[src/rtl/jregister.sv]
// Byte-wide storage register for the jcscpu datapath: captures bis on set,
// drives the stored value onto bos only while enabled (zeros otherwise).
module jregister #(
    parameter int               WIDTH       = 8,
    parameter logic [WIDTH-1:0] RESET_VALUE = '0
) (
    input  logic             clk,
    input  logic             reset_n,
    input  logic [WIDTH-1:0] bis,
    input  logic             s,
    input  logic             e,
    output logic [WIDTH-1:0] bos
);

    logic [WIDTH-1:0] r_q;

    // Reset outranks set, so a load issued during reset is dropped.
    always_ff @(posedge clk) begin
        if (!reset_n) begin
            r_q <= RESET_VALUE;
        end else if (s) begin
            r_q <= bis;
        end
    end

    // Drives hard zeros when disabled so that several registers can share a wired-OR bus.
    assign bos = e ? r_q : '0;

endmodule

[config.mk]
export PLATFORM = sky130hd
export DESIGN_NAME = jregister
export DESIGN_NICKNAME = d
export VERILOG_FILES = /design/src/rtl/jregister.sv
export SDC_FILE = /design/constraint.sdc
export NUM_CORES = 1
export LEC_CHECK = 0
export ABC_AREA = 1
export BUFFER_PORTS_ARGS = -buffer_cell sky130_fd_sc_hd__buf_2
export CAP_MARGIN = 30
export CELL_PAD_IN_SITES_DETAIL_PLACEMENT = 1
export CELL_PAD_IN_SITES_GLOBAL_PLACEMENT = 1
export CORE_MARGIN = 2
export CORE_UTILIZATION = 28
export CTS_CLUSTER_DIAMETER = 100
export DETAILED_ROUTE_END_ITERATION = 16
export GPL_ROUTABILITY_DRIVEN = 0
export PLACE_DENSITY = 0.81
export SLEW_MARGIN = 20
export SYNTH_ARGS = -nofsm -noshare
export SYNTH_HDL_FRONTEND = slang
export SYNTH_SLANG_ARGS = --single-unit
[constraint.sdc]
create_clock -name clk -period 0.8 [get_ports clk]
set_input_delay 0.16 -clock clk [delete_from_list [all_inputs] [get_ports clk]]
set_output_delay 0.16 -clock clk [all_outputs]
set_load 0.02 [all_outputs]
Yosys cells after proc, flatten, opt, wreduce, memory -nomap -nowiden

Index checks and enable logic that the tools add are counted.

Logic and storage cells: 2
Output and inout bits: 8
Bits of input ports: 12
Flip-flop bits (word level): 8

Muxes and demuxes: 1

Operators with widths:

| cell             | count |
|---|---|
| 2-to-1 mux 8 bit | 1 |

Depth between registers and ports, before layout

Gate-level depths: netlist of the first run.

Depth after elaboration: 1
Depth in mapped cells: 5
Mapped depth without buffers: 4

Worst setup path before layout of the first run

No wires, ideal clock.

Path type: reg2out
Start: register r_q[4]
End: output port bos[4]
Buffers on the path: 0
Required time: 0.640 ns
Stages on the path, launching flop included: 3
Slack: 0.136 ns
Data arrival time: 0.504 ns
Path through: dfxtp_1 > nand2_1 > inv_1

Word-level cells in the longest chain between the ends: 1

RTL lines:

| item                   | RTL line | source |
|---|---|---|
| from (decl)            | 15       | `logic [WIDTH-1:0] r_q;` |
| from (signal assigned) | 22       | `r_q <= bis;` |
| 2-to-1 mux 8 bit       | 27       | `assign bos = e ? r_q : '0;` |
| to (decl)              | 12       | `output logic [WIDTH-1:0] bos` |

No other way between the ends.

Final worst setup path of the first run

Start: register r_q[0]
End: output port bos[0]

Same word-level chain as after synthesis.

==> impl_table.tex, run 1 <==
\begin{tabular}{lr}
\hline
Metric & Value \\
\hline
\multicolumn{2}{l}{\textbf{Finish}} \\
Number of nets in the final layout & around 110 \\
Area growth from synthesis to layout & 49.6\% \\
Largest register FFs & 8 \\
Register with the most flip-flops & r\_q \\
Largest registers & r\_q: 8 flops \\
Count of inserted antenna diode cells & 0 \\
Share of post-route cells with drive strength above 1 & 60.4\% \\
Area of all sequential standard cells & approximately 170 µm² \\
Multi-input gate area & 198 µm² \\
Final Instance Count excl. Fillers & between 100 and 150 \\
Fill cell count & 214 \\
\multicolumn{2}{l}{\textbf{CTS}} \\
\# clock sinks & 8 \\
Clock slew seen by the registers of the worst setup and hold paths & 60 ps \\
Clock tree from TritonCTS & done \\
Clk\_lat worst skew & 250 ps \\
Library cell used as clock root buffer & clkbuf\_4 \\
Maximum number of buffers from clock root to sink & 2 \\
Count of H-tree levels built during CTS & 1 \\
Clock buffer count from CTS & 3 \\
\multicolumn{2}{l}{\textbf{GRT}} \\
Overall fraction of global-route tracks in use & 12.5\% \\
First-pass GRT wire length & 1730 µm \\
Total congestion overflow after global routing & 0 \\
Vias in the first global route & around 430 \\
Antenna violations before repair & 0 \\
Pin count of the biggest net entering global routing & 17 \\
\multicolumn{2}{l}{\textbf{Worst hold path}} \\
Min-Delay Startpoint & bis[7] \\
Hold crit path type & input port to flop \\
\multicolumn{2}{l}{\textbf{Power}} \\
Switching share of power & 28.1\% \\
Maximum resistive drop on vdd & 0.643 mV \\
Leakage & 0.405 nW \\
Combinational share of power & 24.4\% \\
Internal Dissipation & 0.000724 W \\
Clock network power share & 31.1\% \\
Switching power & $\sim$0.00028 W \\
Power per cell area & roughly 1500 nW/µm² \\
Sequential power share & 44.5\% \\
\multicolumn{2}{l}{\textbf{STA}} \\
Final hold slack & 188 ps \\
Final setup vio count & 8 \\
Final Cycle Share & 120\% \\
Worst relative slew slack & 86.5\% \\
Hold Violations, Final & 0 \\
Number of pins with negative max-slew slack in the final report & 0 \\
Unrepaired setup endpoints after global routing & yes \\
Setup Total Neg Slack & -1210 ps \\
Post-route setup slack & -161 ps \\
Max Clock Skew & 0 ps \\
Slew at the pin closest to its max-slew limit & 202 ps \\
Final period demand of the worst path & approximately 960 ps \\
Max frequency & 1040 MHz \\
\multicolumn{2}{l}{\textbf{Logic synthesis}} \\
Total number of yosys warnings & 0 \\
Top cell types by occurrence after synthesis & nand2\_1, inv\_1, nor2\_1 \\
Number of enable-type register cells in the synthesized netlist & 0 \\
Top-area cell type share of the netlist area & 35.9\% \\
Most numerous cell in the Yosys netlist & nand2\_1 \\
Syn\_nets & 80 \\
Library cells used by synthesis & 12 \\
Cell type contributing the most total cell area after synthesis & dfxtp\_1 \\
Post-synthesis sequential element count & 8 \\
Share of flip-flops with an asynchronous set or reset & 0\% \\
Top area cells in the synthesized netlist & dfxtp\_1, nand2\_1, inv\_1 \\
Primary FF master, synth & dfxtp\_1 \\
Number of instances in the synthesized netlist & 68 \\
Sequential cell area fraction in the yosys report & 35.9\% \\
Post-synth design cell area & 447 µm² \\
Mean instance size in the synthesized netlist & between 6 and 7 µm² \\
\multicolumn{2}{l}{\textbf{Floorplan}} \\
Die Wd & approximately 44 µm \\
Site Rows & 14 \\
Die height & around 44 µm \\
Initial Util & 29.7\% \\
Number of top-level design ports & 20 \\
Core box area & 1510 µm² \\
Die footprint & 1930 µm² \\
\multicolumn{2}{l}{\textbf{Route}} \\
Routed wire length & 1050 µm \\
Post-DR wirelength/cell & 9.84 µm \\
Total iterations of the first detailed-routing run & 2 \\
Via count normalized by instance count & around 4.3 \\
Total vias in the final route & 455 \\
First DRT Iteration DRCs & 1 \\
Remaining antenna violation count after routing & 0 \\
DRC viols & 0 \\
\multicolumn{2}{l}{\textbf{Flow run}} \\
Max-cap viol count & 0 \\
\multicolumn{2}{l}{\textbf{Placed design}} \\
Final HPWL DP & 745 µm \\
Number of buffers added on ports & 19 \\
Cell Count Post-Placement & 100 \\
\multicolumn{2}{l}{\textbf{Critical path}} \\
Crit path launch & r\_q[0] \\
Required arrival time at the worst endpoint & approximately 640 ps \\
Origin of the critical flop-to-flop path & r\_q[5] \\
CP endpoint kind & output pin \\
Critical path arrival & approximately 800 ps \\
Type of element launching the critical path & flop \\
Worst-path maximum fanout & 2 \\
Critical path start-end classification & flop to output pin \\
Reg-to-reg setup timing slack & about 20 ps \\
\multicolumn{2}{l}{\textbf{Status}} \\
Violations in the final reports & negative setup slack \\
Run status & finished, violations left \\
\hline
\end{tabular}
## worst max-delay path, cell delays in order (launching register included)
cell and delay (ps):
dfxtp_2 330, nand2_1 50, inv_1 70, buf_6 110
## power groups by stage
stage / registers, W / logic, W / clock network, W
5_1_grt: 0.000452 / 0.000271 / 0.000350
4_1_cts: 0.000445 / 0.000233 / 0.000339
2_1_floorplan: 0.000447 / 0.000140 / 0
6_report: 0.000449 / 0.000246 / 0.000313
3_5_place_dp: 0.000450 / 0.000191 / 0
3_3_place_gp: 0.000449 / 0.000183 / 0
## layout make-up
class                      instances  area share, %
clock buffer                       3           3.37
inverter                          16           9.36
multi-input combinational         40           29.6
sequential                         8           25.5
tap                               16           3.00
timing repair buffer              24           29.2
## routing by layer
| metal | vias up | wire length, µm | part of all wire, % | global-route usage [%] |
|---|---|---|---|---|
| met5 | - | 0 | 0 | 0 |
| met1 | 206 | 388 | 37 | 12.1 |
| met4 | 0 | 27 | 2.6 | 9.09 |
| li1 | 231 | - | - | - |
| met3 | 4 | 49 | 4.7 | 2.50 |
| met2 | 14 | 588 | 56 | 22.9 |
## stage by stage
| step | worst slack [ps] | util [%] | total power, W | cell area (µm²) |
|---|---|---|---|---|
| 5_1_grt | -207 | 44.4 | 0.00107 | 668 |
| 6_report | -161 | 44.4 | 0.00101 | 668 |
| 3_3_place_gp | 39.5 | 35.7 | 0.000632 | 538 |
| 4_1_cts | -183 | 42.7 | 0.00102 | 643 |
| 2_1_floorplan | 136 | - | 0.000587 | 447 |
| 3_5_place_dp | 16.8 | 35.7 | 0.000641 | 538 |
## cell families (layout without fill, tap and decap cells)
logic type,Yosys count,after routing,share of synthesized area (%)
buffers and inverters,20,43,23.8
flip-flops,8,8,35.9
AND/OR/NAND/NOR,40,40,40.3
## cells in the final DEF, fill, tap and decap left out, drive strengths merged
cell type / count
clkinv: 2
nand2: 24
inv: 14
clkbuf: 3
buf: 24
nor2: 16
dfxtp: 8
## final timing paths
kind                 end  cells past startpoint
setup / recovery  bos[0]                      3
hold / removal    r_q[7]                      5
setup reg to reg  r_q[5]                      4
hold reg to reg   r_q[3]                      2
## timing repair
item	4_1_cts	5_1_grt
gates resized for setup	25	10
cloned	0	0
endpoints found under the setup margin	8	8
setup buffers	3	1
hold buffers	0	0
Power figures use the tool's default switching activity.
==> inputs of run 2 (changes only) <==
==> config.mk (replaced) <==
export PLATFORM = sky130hd
export DESIGN_NAME = jregister
export DESIGN_NICKNAME = d
export VERILOG_FILES = /design/src/rtl/jregister.sv
export SDC_FILE = /design/constraint.sdc
export NUM_CORES = 1
export LEC_CHECK = 0
export ABC_AREA = 1
export BUFFER_PORTS_ARGS = -buffer_cell sky130_fd_sc_hd__buf_2
export CAP_MARGIN = 30
export CORE_AREA = 2 2 39 41
export CTS_CLUSTER_DIAMETER = 40
export DETAILED_ROUTE_END_ITERATION = 16
export DIE_AREA = 0 0 41 43
export GPL_ROUTABILITY_DRIVEN = 0
export PLACE_DENSITY = 0.69
export SLEW_MARGIN = 20
export SYNTH_ARGS = -nofsm -noshare
export SYNTH_HDL_FRONTEND = slang
export SYNTH_SLANG_ARGS = --single-unit
==> impl_table.tex, run 2 (synthesis results as in run 1) <==
\begin{tabular}{lr}
\hline
Metric & Value \\
\hline
\multicolumn{2}{l}{\textbf{STA}} \\
Final setup vio count & 8 (unchanged) \\
Final hold slack & 184 ps (was 188 ps) \\
Hold Violations, Final & 0 (unchanged) \\
Worst relative slew slack & 88.9\% (was 86.5\%) \\
Number of pins with negative max-slew slack in the final report & 0 (unchanged) \\
Unrepaired setup endpoints after global routing & yes (unchanged) \\
Max Clock Skew & 0 ps (unchanged) \\
Final period demand of the worst path & 968 ps (was 961 ps) \\
Post-route setup slack & -168 ps (was -161 ps) \\
Slew at the pin closest to its max-slew limit & 166 ps (was 202 ps) \\
Final Cycle Share & 121\% (was 120\%) \\
Max frequency & 1030 MHz (was 1040 MHz) \\
\multicolumn{2}{l}{\textbf{Route}} \\
First DRT Iteration DRCs & 5 (was 1) \\
Via count normalized by instance count & 3.95 (was 4.25) \\
Total vias in the final route & 423 (was 455) \\
Remaining antenna violation count after routing & 0 (unchanged) \\
Post-DR wirelength/cell & 7.82 µm (was 9.84 µm) \\
DRC viols & 0 (unchanged) \\
Total iterations of the first detailed-routing run & 4 (was 2) \\
Routed wire length & 837 µm (was 1050 µm) \\
\multicolumn{2}{l}{\textbf{Finish}} \\
Count of inserted antenna diode cells & 0 (unchanged) \\
Number of nets in the final layout & 105 (unchanged) \\
Largest register FFs & 8 (unchanged) \\
Most frequent cells in the layout & nand2\_1, nor2\_1, buf\_2 (unchanged) \\
Largest registers & r\_q: 8 flops (unchanged) \\
Final Instance Count excl. Fillers & 107 (unchanged) \\
Area growth from synthesis to layout & 44.0\% (was 49.6\%) \\
Final standard cell area without fillers & 643 µm² (was 668 µm²) \\
Share of post-route cells with drive strength above 1 & 56.0\% (was 60.4\%) \\
Register with the most flip-flops & r\_q (unchanged) \\
Commonest non-fill, non-tap cell in the layout & nand2\_1 (unchanged) \\
\multicolumn{2}{l}{\textbf{Power}} \\
Total power after layout & 0.000991 W (was 0.00101 W) \\
Internal Dissipation & 0.000713 W (was 0.000724 W) \\
Sequential power share & 45.0\% (was 44.5\%) \\
Clock network power share & 32.3\% (was 31.1\%) \\
Maximum resistive drop on vdd & 1.25 mV (was 0.643 mV) \\
Combinational share of power & 22.7\% (was 24.4\%) \\
Switching power & 0.000278 W (was 0.000283 W) \\
Leakage & 0.399 nW (was 0.405 nW) \\
Switching share of power & 28.0\% (was 28.1\%) \\
Power per cell area & 1540 nW/µm² (was 1510 nW/µm²) \\
\multicolumn{2}{l}{\textbf{Placed design}} \\
Placed cell areas & 541 µm² (was 538 µm²) \\
Number of buffers added on ports & 19 (unchanged) \\
Cell Count Post-Placement & 102 (was 100) \\
Final HPWL DP & 587 µm (was 745 µm) \\
\multicolumn{2}{l}{\textbf{Floorplan}} \\
Core box area & 1380 µm² (was 1510 µm²) \\
Die height & 43 µm (was 43.9 µm) \\
Die footprint & 1760 µm² (was 1930 µm²) \\
Initial Util & 32.3\% (was 29.7\%) \\
Site Rows & 14 (unchanged) \\
Die Wd & 41 µm (was 43.9 µm) \\
Number of top-level design ports & 20 (unchanged) \\
\multicolumn{2}{l}{\textbf{Critical path}} \\
Max incr delay on CP & 330 ps (about the same) \\
CP endpoint kind & output pin (unchanged) \\
Worst-path maximum fanout & 2 (unchanged) \\
Crit path launch & r\_q[1] (was r\_q[0]) \\
Library cell contributing the largest single delay on the critical path & dfxtp\_2 (unchanged) \\
Chain of cells forming the critical path & nand2\_2 -> inv\_2 -> buf\_6 (was nand2\_1 -> inv\_1 -> buf\_6) \\
Critical path start-end classification & flop to output pin (unchanged) \\
Required arrival time at the worst endpoint & 640 ps (about the same) \\
Origin of the critical flop-to-flop path & r\_q[4] (was r\_q[5]) \\
Critical path arrival & 810 ps (was 800 ps) \\
Type of element launching the critical path & flop (unchanged) \\
\multicolumn{2}{l}{\textbf{GRT}} \\
Total congestion overflow after global routing & 0 (unchanged) \\
Vias in the first global route & 363 (was 432) \\
Antenna violations before repair & 0 (unchanged) \\
Overall fraction of global-route tracks in use & 12.0\% (was 12.5\%) \\
Pin count of the biggest net entering global routing & 9 (was 17) \\
First-pass GRT wire length & 1390 µm (was 1730 µm) \\
\multicolumn{2}{l}{\textbf{CTS}} \\
Clk\_lat worst skew & 260 ps (was 250 ps) \\
Clock tree from TritonCTS & done (unchanged) \\
Clock slew seen by the registers of the worst setup and hold paths & 50 ps (was 60 ps) \\
Maximum number of buffers from clock root to sink & 2 (unchanged) \\
\# clock sinks & 8 (unchanged) \\
Clock buffer count from CTS & 3 (unchanged) \\
Count of hold-fix buffers inserted at cts & 0 (unchanged) \\
Count of H-tree levels built during CTS & 1 (unchanged) \\
Library cell used as clock root buffer & clkbuf\_4 (unchanged) \\
\multicolumn{2}{l}{\textbf{Flow run}} \\
Max-cap viol count & 0 (unchanged) \\
\multicolumn{2}{l}{\textbf{Status}} \\
Violations in the final reports & negative setup slack (unchanged) \\
Run status & finished, violations left (unchanged) \\
\multicolumn{2}{l}{\textbf{Worst hold path}} \\
Min-Delay Startpoint & bis[6] (was bis[7]) \\
Hold crit path type & input port to flop (unchanged) \\
\hline
\end{tabular}
[run 2: worst paths after layout]
check | slack [ps] | cells after the start | endpoint
worst min register to register | 470 | 2 | r_q[2]
worst max register to register | 140 | 3 | r_q[4]
worst min-delay path | 180 | 5 | r_q[6]
worst max-delay path | -170 | 3 | bos[1]
[run 2: layer usage]
metal	up-vias	routed length, µm	GRT usage [%]
li1	230	-	-
met1	169	411	15.6
met2	22	333	15.6
met3	2	62	3.14
met4	0	29	10.0
met5	-	0	0
[run 2: critical path, delay by kind of cell, from the launching register on]
kind          cells  cell delay [ps]
buf+inv           2              170
flops             1              330
simple gates      1               50
[run 2: what timing repair did]
| item | CTS | global route |
|---|---|---|
| gates cloned | 0 | 0 |
| setup endpoints to repair | 8 | 8 |
| buffers inserted | 2 | 0 |
| gates resized for setup | 26 | 4 |
| endpoints found under the hold margin | 0 | 0 |
[run 2: area by class of cell]
type | instances | area (µm²)
clock buffer | 3 | 22.5
sequential | 8 | 170
inverter | 16 | 62.6
multi-input combinational | 40 | 185
fill | 136 | 741
timing repair buffer | 24 | 183
tap | 16 | 20.0
[run 2: metrics by stage]
stage               worst slack (ps)  TNS [ps]  util, %
finish                          -168     -1250     46.5
global route                    -208     -1580     46.5
CTS                             -165     -1290     46.3
detailed placement              17.2         0     39.1
global placement                35.1         0     39.1
floorplan                        136         0        -
[run 2: power groups by stage]
| stage | clock network (W) | registers (W) | logic, W |
|---|---|---|---|
| 3_5_place_dp | 0 | 0.000449 | 0.000184 |
| 2_1_floorplan | 0 | 0.000447 | 0.000140 |
| 3_3_place_gp | 0 | 0.000448 | 0.000182 |
| 6_report | 0.000320 | 0.000446 | 0.000225 |
| 4_1_cts | 0.000323 | 0.000445 | 0.000223 |
| 5_1_grt | 0.000338 | 0.000449 | 0.000248 |
